==> src/rtl/arb_pkt_pkg.sv <==
`default_nettype none
// ============================================================================
// Module  : arb_pkt_pkg
// Purpose : Shared types and helpers for the packet-aware WRR arbiter.
// Revision: 1.0 - initial release
// ============================================================================
package arb_pkt_pkg;

  // Helpers work on a fixed maximum requester count; callers zero-extend.
  localparam int MAX_REQ = 16;
  localparam int IDX_W   = 4;

  typedef enum logic [0:0] {
    IDLE = 1'b0,
    LOCK = 1'b1
  } arb_state_e;

  typedef struct packed {
    logic             found;
    logic [IDX_W-1:0] idx;
  } rr_pick_t;

  // First set request at or after ptr, wrapping at width-1 back to 0.
  function automatic rr_pick_t rr_first_one(input logic [MAX_REQ-1:0] req,
                                            input logic [IDX_W-1:0]   ptr,
                                            input int                 width);
    rr_pick_t pick;
    int       j;
    pick = '0;
    for (int i = 0; i < MAX_REQ; i++) begin
      if (i < width) begin
        j = int'(ptr) + i;
        if (j >= width) j = j - width;
        if (!pick.found && req[j[IDX_W-1:0]]) begin
          pick.found = 1'b1;
          pick.idx   = j[IDX_W-1:0];
        end
      end
    end
    return pick;
  endfunction

  // One-hot vector from an index.
  function automatic logic [MAX_REQ-1:0] idx_to_onehot(input logic [IDX_W-1:0] idx);
    return MAX_REQ'(1) << idx;
  endfunction

endpackage
`default_nettype wire

==> src/rtl/arb_pkt_wrr_reg_slice.sv <==
`default_nettype none
// ============================================================================
// Module  : reg_slice_2e
// Purpose : Two-entry valid/ready skid buffer. Upstream ready depends only on
//           the registered fill level, never on downstream ready.
// Revision: 1.0 - initial release
// ============================================================================
module reg_slice_2e #(
  parameter int DW = 8
) (
  input  logic          clk,
  input  logic          rst_n,
  input  logic          in_vld,
  output logic          in_rdy,
  input  logic [DW-1:0] in_data,
  output logic          out_vld,
  input  logic          out_rdy,
  output logic [DW-1:0] out_data
);

  logic [DW-1:0] mem_q [2];
  logic          wr_ptr_q;
  logic          rd_ptr_q;
  logic [1:0]    count_q;
  logic          push;
  logic          pop;

  assign in_rdy   = (count_q != 2'd2);
  assign out_vld  = (count_q != 2'd0);
  assign out_data = mem_q[rd_ptr_q];
  assign push     = in_vld && in_rdy;
  assign pop      = out_vld && out_rdy;

  // Storage, pointers and fill level; reset drops any buffered beats.
  always_ff @(posedge clk or negedge rst_n) begin
    if (!rst_n) begin
      mem_q[0] <= '0;
      mem_q[1] <= '0;
      wr_ptr_q <= 1'b0;
      rd_ptr_q <= 1'b0;
      count_q  <= 2'd0;
    end else begin
      if (push) begin
        mem_q[wr_ptr_q] <= in_data;
        wr_ptr_q        <= ~wr_ptr_q;
      end
      if (pop) begin
        rd_ptr_q <= ~rd_ptr_q;
      end
      case ({push, pop})
        2'b10:   count_q <= count_q + 2'd1;
        2'b01:   count_q <= count_q - 2'd1;
        default: count_q <= count_q;
      endcase
    end
  end

endmodule
`default_nettype wire

==> src/rtl/arb_pkt_wrr.sv <==
`default_nettype none
// ============================================================================
// Module  : arb_pkt_wrr
// Purpose : Packet-aware weighted round-robin arbiter. The grant is held until
//           a packet boundary; the owner may send up to its weight in packets
//           before the grant rotates. Optional 2-entry output skid slice.
// Revision: 1.0 - initial release
// ============================================================================
module arb_pkt_wrr
  import arb_pkt_pkg::*;
#(
  parameter int WIDTH     = 4,
  parameter int PLD_WIDTH = 32,
  parameter int WGT_WIDTH = 4,
  parameter int OUT_REG   = 1
) (
  input  logic                            clk,
  input  logic                            rst_n,
  input  logic [WIDTH-1:0]                v_vld_s,
  output logic [WIDTH-1:0]                v_rdy_s,
  input  logic [PLD_WIDTH-1:0]            v_pld_s [WIDTH],
  input  logic [WIDTH-1:0]                v_last_s,
  input  logic [WIDTH-1:0][WGT_WIDTH-1:0] v_weight,
  output logic                            vld_m,
  input  logic                            rdy_m,
  output logic [PLD_WIDTH-1:0]            pld_m,
  output logic                            last_m,
  output logic [$clog2(WIDTH)-1:0]        gnt_id_m,
  output logic                            busy
);

  localparam int GID_W    = $clog2(WIDTH);
  localparam int SLICE_DW = GID_W + 1 + PLD_WIDTH;

  arb_state_e           state_q, state_d;
  logic [GID_W-1:0]     ptr_q, ptr_d;
  logic [GID_W-1:0]     owner_q, owner_d;
  logic [WGT_WIDTH-1:0] credit_q, credit_d;
  logic                 sop_q, sop_d;

  rr_pick_t             pick;
  logic [GID_W-1:0]     pick_idx;
  logic [WGT_WIDTH-1:0] pick_wgt;
  logic [MAX_REQ-1:0]   owner_oh_full;
  logic [WIDTH-1:0]     owner_sel;
  logic [GID_W-1:0]     owner_inc;
  logic                 lock;
  logic                 owner_vld;
  logic                 owner_last;
  logic                 others_vld;
  logic                 accept;
  logic [PLD_WIDTH-1:0] mux_pld;
  logic                 slice_in_vld;
  logic                 slice_in_rdy;
  logic                 slice_in_last;
  logic [PLD_WIDTH-1:0] slice_in_pld;
  logic                 unused_bits;

  assign pick          = rr_first_one(MAX_REQ'(v_vld_s), IDX_W'(ptr_q), WIDTH);
  assign pick_idx      = pick.idx[GID_W-1:0];
  assign pick_wgt      = v_weight[pick_idx];
  assign owner_oh_full = idx_to_onehot(IDX_W'(owner_q));
  assign owner_sel     = owner_oh_full[WIDTH-1:0];
  assign owner_inc     = (owner_q == GID_W'(WIDTH - 1)) ? '0 : owner_q + GID_W'(1);
  assign unused_bits   = ^{pick.idx, owner_oh_full};

  assign lock          = (state_q == LOCK);
  assign busy          = lock;
  assign owner_vld     = |(v_vld_s & owner_sel);
  assign owner_last    = |(v_last_s & owner_sel);
  assign others_vld    = |(v_vld_s & ~owner_sel);

  assign slice_in_vld  = lock && owner_vld;
  assign slice_in_last = lock && owner_last;
  assign slice_in_pld  = lock ? mux_pld : '0;
  assign accept        = slice_in_vld && slice_in_rdy;
  assign v_rdy_s       = lock ? (owner_sel & {WIDTH{slice_in_rdy}}) : '0;

  // One-hot AND-OR payload mux; only the owner's payload can pass.
  always_comb begin
    mux_pld = '0;
    for (int i = 0; i < WIDTH; i++) begin
      if (owner_sel[i]) mux_pld = mux_pld | v_pld_s[i];
    end
  end

  // Arbitration state register.
  always_ff @(posedge clk or negedge rst_n) begin
    if (!rst_n) begin
      state_q  <= IDLE;
      ptr_q    <= '0;
      owner_q  <= '0;
      credit_q <= '0;
      sop_q    <= 1'b1;
    end else begin
      state_q  <= state_d;
      ptr_q    <= ptr_d;
      owner_q  <= owner_d;
      credit_q <= credit_d;
      sop_q    <= sop_d;
    end
  end

  // Next-state: grant in IDLE, packet-counted session and early release in LOCK.
  always_comb begin
    state_d  = state_q;
    ptr_d    = ptr_q;
    owner_d  = owner_q;
    credit_d = credit_q;
    sop_d    = sop_q;
    case (state_q)
      IDLE: begin
        if (pick.found) begin
          owner_d  = pick_idx;
          // A zero weight still buys one packet so nobody can be starved.
          credit_d = (pick_wgt == '0) ? WGT_WIDTH'(1) : pick_wgt;
          sop_d    = 1'b1;
          state_d  = LOCK;
        end
      end
      LOCK: begin
        if (accept) begin
          sop_d = owner_last;
          if (owner_last) begin
            credit_d = credit_q - WGT_WIDTH'(1);
            if (credit_q == WGT_WIDTH'(1)) begin
              ptr_d   = owner_inc;
              state_d = IDLE;
            end
          end
        end else if (sop_q && !owner_vld && others_vld) begin
          // Owner idle at a packet boundary while others wait: give it up.
          ptr_d   = owner_inc;
          state_d = IDLE;
        end
      end
      default: state_d = IDLE;
    endcase
  end

  generate
    if (OUT_REG != 0) begin : g_out_reg
      logic [SLICE_DW-1:0] slice_out;

      reg_slice_2e #(
        .DW (SLICE_DW)
      ) u_slice (
        .clk      (clk),
        .rst_n    (rst_n),
        .in_vld   (slice_in_vld),
        .in_rdy   (slice_in_rdy),
        .in_data  ({owner_q, slice_in_last, slice_in_pld}),
        .out_vld  (vld_m),
        .out_rdy  (rdy_m),
        .out_data (slice_out)
      );

      assign {gnt_id_m, last_m, pld_m} = slice_out;
    end else begin : g_out_comb
      assign slice_in_rdy = rdy_m;
      assign vld_m        = slice_in_vld;
      assign pld_m        = slice_in_pld;
      assign last_m       = slice_in_last;
      assign gnt_id_m     = owner_q;
    end
  endgenerate

endmodule
`default_nettype wire
==> config.mk <==
export PLATFORM = sky130hd
export DESIGN_NAME = arb_pkt_wrr
export DESIGN_NICKNAME = d
export VERILOG_FILES = /design/src/rtl/arb_pkt_pkg.sv /design/src/rtl/arb_pkt_wrr_reg_slice.sv /design/src/rtl/arb_pkt_wrr.sv
export SDC_FILE = /design/constraint.sdc
export NUM_CORES = 1
export LEC_CHECK = 0
export BUFFER_PORTS_ARGS = -buffer_cell sky130_fd_sc_hd__buf_2
export CAP_MARGIN = 20
export CELL_PAD_IN_SITES_DETAIL_PLACEMENT = 0
export CELL_PAD_IN_SITES_GLOBAL_PLACEMENT = 2
export CORE_MARGIN = 1
export CORE_UTILIZATION = 26
export DETAILED_ROUTE_END_ITERATION = 7
export PLACE_DENSITY = 0.87
export RECOVER_POWER = 25
export SYNTH_ARGS = -nofsm -noshare
export SYNTH_HDL_FRONTEND = slang
export SYNTH_SLANG_ARGS = --single-unit
==> constraint.sdc <==
create_clock -name clk -period 2.9 [get_ports clk]
set_input_delay 0.145 -clock clk [delete_from_list [all_inputs] [get_ports clk]]
set_output_delay 0.145 -clock clk [all_outputs]
set_load 0.01 [all_outputs]
==> metrics <==
GR met2 Demand/Resource=24.36%; worst supply voltage drop on vdd=0.3885 mV; unrepaired setup endpoints after global routing=false; type of destination of the critical path=flop; I/O pins=196; Die ar.=20160 um^2; fraction of layout instances using a drive strength above 1=39.57%; compound-cell area share of the yosys netlist=29.07%; cell taking the most area after synthesis=sky130_fd_sc_hd__dfrtp_1; #FFs+latches synth=84; most instantiated flip-flop cell in the synthesis netlist=sky130_fd_sc_hd__dfrtp_1; pwr dens=1068 nW/um^2; first-pass GRT wire length=24090 um; most frequent cell on the critical path=sky130_fd_sc_hd__mux2_2; Worst EP arrival=2.97 ns; antenna diode count=0; gpl congestion=0.8329; adder-cell share of the synthesized area=2.701%; number of clock sinks seen by CTS=84; launch point of the worst reg-to-reg path=ptr_q[0]; sequential element share of the synthesized area=41.27%; reported leakage power=3.305 nW; ranking of synthesized cells by instance count=sky130_fd_sc_hd__o21ai_0 (113), sky130_fd_sc_hd__nand2_1 (84), sky130_fd_sc_hd__dfrtp_1 (83), sky130_fd_sc_hd__a22o_1 (66), sky130_fd_sc_hd__clkbuf_1 (39); Hold Path Stages=3; Final TNS setup=0 ns; origin of the worst min-delay path=rdy_m; sort of element at the start of the critical path=flop; Overflow after GRT=0; Worst Hold Margin=0.1295 ns; Site Rows=50; cell with the largest stage delay on the worst path=sky130_fd_sc_hd__dfrtp_2; initial core utilization=26.88%; count of buffers inserted at the top-level ports=195; internal reg-to-reg setup slack=0.19 ns; final critical delay including setup and external delays=2.711 ns; simple-gate portion of the synthesized area=10.80%; initial antenna violation count=0; result of the run=finished clean; worst setup path category=reg2reg; 1st-pass router iterations=4; period utilisation layout=93.47%; post-CTS setup buffer count=0; total count of max-transition violations in the final report=0; met1 GRT Util=20.92%; area growth from synthesis to layout=32.31%; buffer and inverter count on the worst path=1; peak clock frequency supported by timing=368.9 MHz; setup clock skew after layout=0.006767 ns; pin count of the biggest net entering global routing=44; cells after synthesis=556; worst-case reg-to-reg path depth=9; FF-to-FF End=credit_q[0]; Hold Path Sink=g_out_reg.u_slice.rd_ptr_q; Worst path max stage delay=0.48 ns; Synth area leaders=sky130_fd_sc_hd__dfrtp_1 (41%), sky130_fd_sc_hd__a22o_1 (11%), sky130_fd_sc_hd__o21ai_0 (11%); drt wl/cell=15.18 um; data required time at the worst endpoint=3.16 ns; all-layer global routing usage=15.42%; CP top delay family=compound AO/OA/AOI/OAI gates; number of enable-type register cells in the synthesized netlist=0; HP Class=in2reg; TritonCTS clock tree=built; worst relative slew slack=27.62%; max-cap violation count=0; Cell Area, Synth=5096 um^2; xor-xnor portion of the synthesized cell area=0.6875%; clock root buffer=sky130_fd_sc_hd__clkbuf_16; final count of negative-setup-slack endpoints=0; CTS max path bufs=2; vias per cell=4.741; height of the die=142 um; maximum fanout encountered on the critical timing path=11; via count=4779; CTS clock-pin slew for the worst setup and hold paths=0.06 ns; synthesized area per cell=9.166 um^2; Detailed Route Iter0 Violations=161; Yosys warning count=0; most numerous cell in the Yosys netlist=sky130_fd_sc_hd__o21ai_0; actual slew at the worst max-slew pin=1.086 ns; area share of the largest cell type after synthesis=40.76%; GR Util met3=2.961%; HPWL after detailed placement=11100 um; final-report hold violation count=0; die boundary width=142 um; nets@finish=909; total CTS buffers=9; Worst-Skew Late Latency=0.34 ns; critical-path cell list=buf_4 > mux2_2 > mux2_2 > o21a_1 > and2_1 > a2111o_1 > a22o_1 > o221a_2 > o31ai_2; number of antenna-violating nets in the routed design=0; number of global-route vias before repair=4577; mux contribution to synthesized area=10.83%; number of remaining DRC errors=0; number of distinct library cells after synthesis=55; proportion of register bits with asynchronous set or reset after synthesis=100.0%; drt total wl=15300 um; GRT busiest layer=met2; area inside the core boundary=18960 um^2; H-tree lvl count=3; Synthesized Nets=722; dominant combinational cell family by area after synthesis=compound AO/OA/AOI/OAI gates
-- cell type report --
cell class | count | area [um^2]
fill | 2018 | 12210
sequential | 84 | 2107
multi-input combinational | 413 | 2790
clock inverter | 7 | 53.80
timing repair buffer | 219 | 1181
tap | 260 | 325.3
inverter | 16 | 60.06
clock buffer | 9 | 225.2
-- cell usage in the layout, fill, tap and decap left out, drive strengths merged, types with 2 or more instances in the layout --
| cell type | instances |
|---|---|
| ha | 11 |
| o21a | 4 |
| o221a | 2 |
| clkinvlp | 3 |
| clkinv | 4 |
| nor3 | 4 |
| dfrtp | 83 |
| inv | 16 |
| nand3 | 4 |
| mux2 | 39 |
| a22oi | 3 |
| or2 | 2 |
| o22ai | 3 |
| o221ai | 2 |
| and2 | 8 |
| clkbuf | 11 |
| nor2 | 17 |
| o31ai | 2 |
| nor2b | 2 |
| o211ai | 3 |
| a22o | 66 |
| or3 | 3 |
| a21oi | 10 |
| nand2 | 84 |
| a21o | 2 |
| buf | 216 |
| xnor2 | 2 |
| mux4 | 2 |
| mux2i | 6 |
| xor2 | 2 |
| o21ai | 114 |
-- report_power, final --
part,total (mW),internal [mW],switching [mW]
Combinational,4.20,1.84,2.37
Sequential,1.93,1.66,0.273
Clock,1.07,0.582,0.487
Total,7.20,4.08,3.13
-- kinds of logic (layout without fill, tap and decap cells) --
family | count (synthesis) | after routing
xor+xnor | 4 | 4
buf+inv | 59 | 251
flops | 84 | 84
compound gates | 223 | 223
simple gates | 128 | 128
fa+ha+maj | 11 | 11
mux | 47 | 47
-- sequential cells by signal, summed over array words and instances (netlist names) --
| register | cells |
|---|---|
| g_out_reg.u_slice.mem_q | 70 |
| credit_q | 4 |
| g_out_reg.u_slice.count_q | 2 |
| owner_q | 2 |
| ptr_q | 2 |
| busy | 1 |
| g_out_reg.u_slice.rd_ptr_q | 1 |
| g_out_reg.u_slice.wr_ptr_q | 1 |
| sop_q | 1 |
-- per-layer routing --
layer | wire [um] | vias to the layer above | share of wire [%]
met1 | 7225 | 2212 | 47
met5 | 0 | - | 0
met3 | 870 | 16 | 5.7
li1 | - | 2402 | -
met2 | 6971 | 149 | 46
met4 | 233 | 0 | 1.5
-- worst reg2reg max path: stages (launching register included) --
cell and delay, ns:
sky130_fd_sc_hd__dfrtp_2 0.48, sky130_fd_sc_hd__buf_4 0.20, sky130_fd_sc_hd__mux2_2 0.35, sky130_fd_sc_hd__mux2_2 0.28
sky130_fd_sc_hd__o21a_1 0.21, sky130_fd_sc_hd__and2_1 0.16, sky130_fd_sc_hd__a2111o_1 0.39, sky130_fd_sc_hd__a22o_1 0.19
sky130_fd_sc_hd__o221a_2 0.14, sky130_fd_sc_hd__o31ai_2 0.23
-- metrics by stage --
step	setup slack (ns)	utilization (%)	total power [mW]	area, um^2	cells
finish	0.1893	35.57	7.201	6743	1008
global route	0.03157	35.57	7.871	6743	1008
CTS	0.1836	35.65	7.326	6758	1008
detailed placement	0.2026	34.13	6.207	6469	991
global placement	0.2251	34.13	6.185	6469	991
floorplan	0.03274	-	4.763	5127	556
-- how the worst max path moves through the flow --
stage	from	end	slack, ns	cells after the start
4_1_cts	ptr_q[0]	credit_q[0]	0.18	9
3_5_place_dp	ptr_q[0]	credit_q[0]	0.20	9
6_report	ptr_q[0]	credit_q[0]	0.19	9
3_3_place_gp	ptr_q[0]	credit_q[0]	0.23	9
5_1_grt	ptr_q[0]	credit_q[0]	0.03	10
2_1_floorplan	ptr_q[0]	credit_q[0]	0.03	12
-- what timing repair did --
item | in CTS | in global routing
hold endpoints to repair | 40 | 0
hold buffers | 1 | 0
setup endpoints to repair | 0 | 1
resized for setup | 0 | 2
No activity file was read; power rests on OpenSTA's default activity.
